**src/rtl/end_sm.sv**
```systemverilog
// rtl/end_sm.sv - game-over message controller: hold, optional blink, clean restart.
// Optional blink logic is compiled in when END_BLINK_EN is defined.
module end_sm #(
    parameter int HOLD_FRAMES  = 60,
    parameter int BLINK_FRAMES = 30
) (
    input  logic clk,
    input  logic reset,
    input  logic startOfFrame,
    input  logic game_over,
    input  logic win,
    input  logic restart_key,
    input  logic drawing_request_win,
    input  logic drawing_request_lose,
    output logic endMessage_DR,
    output logic end_active,
    output logic restart_pulse
);

    localparam logic [2:0] s_play    = 3'd0;
    localparam logic [2:0] s_hold    = 3'd1;
    localparam logic [2:0] s_arm     = 3'd2;
    localparam logic [2:0] s_wait    = 3'd3;
    localparam logic [2:0] s_restart = 3'd4;

    localparam logic [7:0] HOLD_LAST = 8'(HOLD_FRAMES - 1);

    logic [2:0] state_q, state_d;
    logic       go_prev_q;
    logic       win_l_q, win_l_d;
    logic [7:0] hold_cnt_q, hold_cnt_d;
    logic       rise;
    logic       msg_state;
    logic       phase;

    assign rise      = game_over & ~go_prev_q;
    assign msg_state = (state_q == s_hold) || (state_q == s_arm) || (state_q == s_wait);

    always_comb begin
        state_d    = state_q;
        win_l_d    = win_l_q;
        hold_cnt_d = hold_cnt_q;
        case (state_q)
            s_play: begin
                if (rise) begin
                    win_l_d    = win;
                    hold_cnt_d = 8'd0;
                    state_d    = s_hold;
                end
            end
            s_hold: begin
                if (startOfFrame) begin
                    hold_cnt_d = hold_cnt_q + 8'd1;
                    if (hold_cnt_q == HOLD_LAST) state_d = s_arm;
                end
            end
            // A key still held when the hold expires must be released first.
            s_arm:     if (!restart_key) state_d = s_wait;
            s_wait:    if (restart_key)  state_d = s_restart;
            s_restart: state_d = s_play;
            default:   state_d = s_play;
        endcase
    end

    always_ff @(posedge clk or posedge reset) begin
        if (reset) begin
            state_q    <= s_play;
            go_prev_q  <= 1'b1;
            win_l_q    <= 1'b0;
            hold_cnt_q <= 8'd0;
        end else begin
            state_q    <= state_d;
            go_prev_q  <= game_over;
            win_l_q    <= win_l_d;
            hold_cnt_q <= hold_cnt_d;
        end
    end

`ifdef END_BLINK_EN
    localparam logic [7:0] BLINK_LAST = 8'(BLINK_FRAMES - 1);

    logic [7:0] blink_cnt_q, blink_cnt_d;
    logic       phase_q, phase_d;

    always_comb begin
        blink_cnt_d = blink_cnt_q;
        phase_d     = phase_q;
        if ((state_q == s_play) && rise) begin
            blink_cnt_d = 8'd0;
            phase_d     = 1'b1;
        end else if (msg_state && startOfFrame) begin
            if (blink_cnt_q == BLINK_LAST) begin
                blink_cnt_d = 8'd0;
                phase_d     = ~phase_q;
            end else begin
                blink_cnt_d = blink_cnt_q + 8'd1;
            end
        end
    end

    always_ff @(posedge clk or posedge reset) begin
        if (reset) begin
            blink_cnt_q <= 8'd0;
            phase_q     <= 1'b1;
        end else begin
            blink_cnt_q <= blink_cnt_d;
            phase_q     <= phase_d;
        end
    end

    assign phase = phase_q;
`else
    localparam int blink_frames_unused = BLINK_FRAMES;

    assign phase = 1'b1;
`endif

    assign end_active    = (state_q != s_play);
    assign restart_pulse = (state_q == s_restart);
    assign endMessage_DR = msg_state & phase &
                           (win_l_q ? drawing_request_win : drawing_request_lose);

endmodule

```
**config.mk**
```make
export PLATFORM = sky130hd
export DESIGN_NAME = end_sm
export DESIGN_NICKNAME = d
export VERILOG_FILES = /design/src/rtl/end_sm.sv
export SDC_FILE = /design/constraint.sdc
export NUM_CORES = 1
export LEC_CHECK = 0
export CAP_MARGIN = 20
export CELL_PAD_IN_SITES_DETAIL_PLACEMENT = 0
export CELL_PAD_IN_SITES_GLOBAL_PLACEMENT = 1
export CORE_MARGIN = 2
export CORE_UTILIZATION = 42
export CTS_CLUSTER_SIZE = 40
export DETAILED_ROUTE_END_ITERATION = 10
export PLACE_DENSITY_LB_ADDON = 0.1
export RECOVER_POWER = 100
export SLEW_MARGIN = 20
export SYNTH_ARGS = -nofsm -noshare
export SYNTH_HDL_FRONTEND = slang
export SYNTH_SLANG_ARGS = --single-unit
```
**constraint.sdc**
```tcl
create_clock -name clk -period 3.2 [get_ports clk]
set_input_delay 0.64 -clock clk [delete_from_list [all_inputs] [get_ports clk]]
set_output_delay 0.64 -clock clk [all_outputs]
set_load 0.05 [all_outputs]
```
# Yosys cells after proc, flatten, opt, wreduce, memory -nomap -nowiden
# Cells that the tools add are included.
word_totals:
  ff_bits: 13
  latch_bits: 0
  ramBits: 0
  rom_bits: 0
  input_bits: 8
  output_inout_bits: 3
  wordCells: 36
  mem_count: 0
op_classes:
  addsub: 1
  mul: 0
  n_div: 0
  magnitude_cmp: 0
  eq_ne: 10
  shifts: 0
  n_mux: 10
  n_bitwise: 3
  reduce_logical: 8
op_table:
  columns: ["cell", "n"]
  rows:
  - ["two-way mux 8 bit", 2]
  - ["one-hot mux 8 bit (2 select lines)", 1]
  - ["two-way mux 3 bit", 5]
  - ["one-hot mux 3 bit (4 select lines)", 1]
  - ["adder 8 x 1 -> 8 bit, second input constant", 1]
  - ["equality test 8 x 6 -> 1 bit, second input constant", 1]
  - ["!= test 2 bit, second input constant", 4]
  - ["equality test 3 x 2 -> 1 bit, second input constant", 2]
  - ["AND reduction 5 bit", 1]
  - ["equality test 3 x 1 -> 1 bit, second input constant", 1]
  - ["equality test 3 bit, second input constant", 1]
  - ["zero test 3 bit", 1]
  - ["AND reduction 3 bit", 1]
  - ["nonzero test 3 bit", 1]
  - ["bitwise AND 1 bit", 2]
  - ["logical OR 1 bit", 2]
  - ["!= test 2 x 1 -> 1 bit, second input constant", 1]
  - ["AND reduction 2 bit", 1]
  - ["nonzero test 2 bit", 1]
  - ["two-way mux 1 bit", 1]
  - ["inverter 1 bit", 1]

# Depth between registers and ports, before layout
logic_depth:
  word_depth: 4
  mapped_depth: 5
  mapped_depth_nobuf: 5

# Least setup slack after synthesis
# Ideal clock, no wire load.
synth_timing:
  path_kind: "input port to output port"
  start: "input port drawing_request_win"
  end: "output port endMessage_DR"
  t_arrival_ns: 1.739
  required_ns: 2.560
  slack_ns: 0.821
  cell_stages: 2
  path_buffers: 0
  cell_sequence: "mux2i_1 -> nor3_1"
synth_via:
  elab_chain_len: 2
synth_lines:
  columns: ["item", "line_no", "source"]
  rows:
  - ["start, declared", "13", "input logic drawing_request_win,"]
  - ["two-way mux 1 bit", "121", "(win_l_q ? drawing_request_win : drawing_request_lose);"]
  - ["bitwise AND 1 bit", "120", "assign endMessage_DR = msg_state & phase &"]
  - ["end, declared", "15", "output logic endMessage_DR,"]
# No other way between the ends.

# Worst setup path in the final report
# Ends and elaborated chain as after synthesis.

==> metrics <==
Initial Util=0.463; Worst setup EP type=output port; xor and xnor area share after synthesis=0.0368; DRT Pass-1 Iters=4; drt drc=0; Avg Synthesized Cell Area=10.2 um^2; Avg WL per Cell=13.0 um; vias in the first global route=532; CTS Buffer Depth=2; CTS buffer count=3; outcome=finished, final reports clean; Worst Hold Depth=2; Buffers on Ports=10; Root Driver=clkbuf_4; vias post-DR=524; Crit path max-delay family=buffers and inverters; Worst-path clk slew=0.08 ns; post-synthesis mux area share=0.0491; share of the synthesized area in the top cell type=0.421; hold endpoint=hold_cnt_q[1]; slew margin rel.=0.277; HP Start=hold_cnt_q[1]; ys async rst share=1.00; nature of the critical path startpoint=primary input; FF+latch count, synth=13; final setup violation count=0; placed standard-cell area=822 um^2; Final #Nets=93; leading register cell type out of synthesis=dfrtp_1; Die Y=45.2 um; First DRT Iteration DRCs=9; most common library cells after synthesis=dfrtp_1 (12), nor2_1 (9), nand2_1 (6), nand2b_1 (4); ANT cells=0; top cells by area, synth=dfrtp_1 (42%), nor3b_4 (5.3%), nor2_1 (4.7%); crit path DAT=2.17 ns; clock latency on the worst-skew pair=0.28 ns; Yosys warning count=0; worst reg2reg endpoint=win_l_q; Slew Viols, Final=0; flop2flop setup slack=0.99 ns; Adder-Cell Fraction of Synth Area=0.0175; CP bufs+invs=2; min Tclk post-route=2.81 ns; setup_tns=0 ns; Max Cap Violations=0; FF-to-FF Start=state_q[2]; I/O pin total=11; gr usage total=0.167; TritonCTS clock tree=done; RSZ-0062 raised after global routing=no; HP Class=reg -> reg; largest net degree at the start of global routing=14; num rows=14; Mapped Area=713 um^2; Final Hold Viols=0; CTS sink cnt=13; Worst EP required=2.56 ns; Net Sw Frac=0.323; CTS resizes=0; worst-case reg-to-reg path depth=3; FMAX=0.356 GHz; crit path kind=in -> out; drt total wl=1280 um; clk_skew=0.00304 ns; fraction of the mapped netlist area in simple logic gates=0.323; Reg area=327 um^2; Tcrit/Tclk final=0.877; Post-synth EDFFs=0; combinational power share=0.238; Cell Int Power=306 uW; fillers=155; RePlAce Congestion=0.765; Multi-input gate area=344 um^2; Max VDD drop=220 uV; # Post-CTS Setup Buffers=0; detailed placement HPWL=945 um; largest family of logic cells by synthesized area=simple AND/OR/NAND/NOR gates; number of antenna violations at the first check in global routing=0; Clock Power Share=0.226; standby leakage power=0.000351 uW; count leader, synth=dfrtp_1; vias per cell=5.29; crit path max-delay cell type=dlygate4sd3_1; Post-Syn Instances=70; Flop pwr share=0.536; Synthesized Nets=79; CP Cell Sequence=clkdlybuf4s50_1 > mux2i_1 > nor3_1 > dlygate4sd3_1; slowest cell delay on critical path=0.89 ns; Sw Pwr=146 uW; Synth-to-Final Area Change=15.1%; first-pass GRT wire length=2370 um; Synth Area in Compound Gates=0.0947; H-tree levels=1; Seq/Total Area, Yosys=0.458; hold buffers post-CTS=0; area leader, netlist=dfrtp_1; GR Overflow Total=0; pwr/cell area=551 mW/mm^2; crit-path max FO=1; Worst-Margin Slew=1.08 ns; Yosys cell types=28; die width=45.2 um; die footprint=0.00204 mm^2; layout cells sized above 1=0.0723; final instance area=821 um^2; core area=0.00154 mm^2; Post-DRT Antenna Nets=0
==> routing by layer <==
| metal | up-vias | track usage | routed length, um |
|---|---|---|---|
| met5 | - | 0 | 0 |
| met4 | 0 | 0.124 | 35 |
| met3 | 4 | 0.0240 | 34 |
| met2 | 8 | 0.231 | 555 |
| met1 | 239 | 0.233 | 660 |
| li1 | 273 | - | - |
==> power groups by stage <==
stage / registers [uW] / logic, uW / clock network, uW
global placement: 246 / 114 / 0
floorplan: 234 / 92.5 / 0
finish: 242 / 108 / 102
global route: 249 / 125 / 115
CTS: 244 / 115 / 106
detailed placement: 247 / 114 / 0
==> metrics by stage <==
step / utilization / total power (uW) / setup WS, ns / hold slack (ns) / cells
after floorplan: - / 327 / 0.821 / 0.468 / 70
after global placement: 0.533 / 360 / 0.469 / 0.485 / 95
after detailed placement: 0.533 / 362 / 0.435 / 0.501 / 95
after CTS: 0.550 / 464 / 0.435 / 0.519 / 99
after global routing: 0.532 / 488 / 0.302 / 0.574 / 99
final: 0.532 / 452 / 0.395 / 0.512 / 99
==> logic make-up (layout without fill, tap and decap cells) <==
group	after synthesis	after routing
multiplexers	3	3
AO/OA/AOI/OAI	11	11
AND/OR/NAND/NOR	37	37
buffers and inverters	2	15
XOR/XNOR	3	3
flip-flops	13	13
adder cells (fa/ha/maj)	1	1
==> worst register-to-register path: stages, from the launching register on <==
cell and delay (ns):
dfrtp_1 0.45, or3_4 0.41, nor3b_1 0.88, mux2_4 0.35
==> flip-flops by register name (all words and copies together) (netlist names) <==
| name | count |
|---|---|
| hold_cnt_q | 8 |
| state_q | 3 |
| go_prev_q | 1 |
| win_l_q | 1 |
==> cells in the final DEF (no fill, tap or decap), drive strengths merged, types with 2 or more instances in the layout <==
master         count
dfrtp             12
nor2               9
dlygate4sd3        7
o21ai              6
nand2              6
nand2b             4
clkbuf             4
nor3b              3
o211ai             3
xor2               3
and3               3
clkdlybuf4s50      3
or3                3
and2               2
or4                2
mux2i              2
a21oi              2
==> how the worst max path moves through the flow <==
stage | from | end | slack, ns | cells after the start
6_report | drawing_request_win | endMessage_DR | 0.39 | 4
5_1_grt | drawing_request_win | endMessage_DR | 0.30 | 4
4_1_cts | drawing_request_win | endMessage_DR | 0.43 | 4
3_5_place_dp | drawing_request_win | endMessage_DR | 0.43 | 4
3_3_place_gp | drawing_request_win | endMessage_DR | 0.47 | 4
2_1_floorplan | drawing_request_win | endMessage_DR | 0.82 | 2
==> area by class of cell <==
class / instances / area share
Clock buffer: 4 / 0.0320
Inverter: 1 / 0.00457
Multi-Input combinational cell: 55 / 0.419
Sequential cell: 13 / 0.398
Tap cell: 16 / 0.0244
Timing Repair Buffer: 10 / 0.122
(Power assumes the default switching activity.)
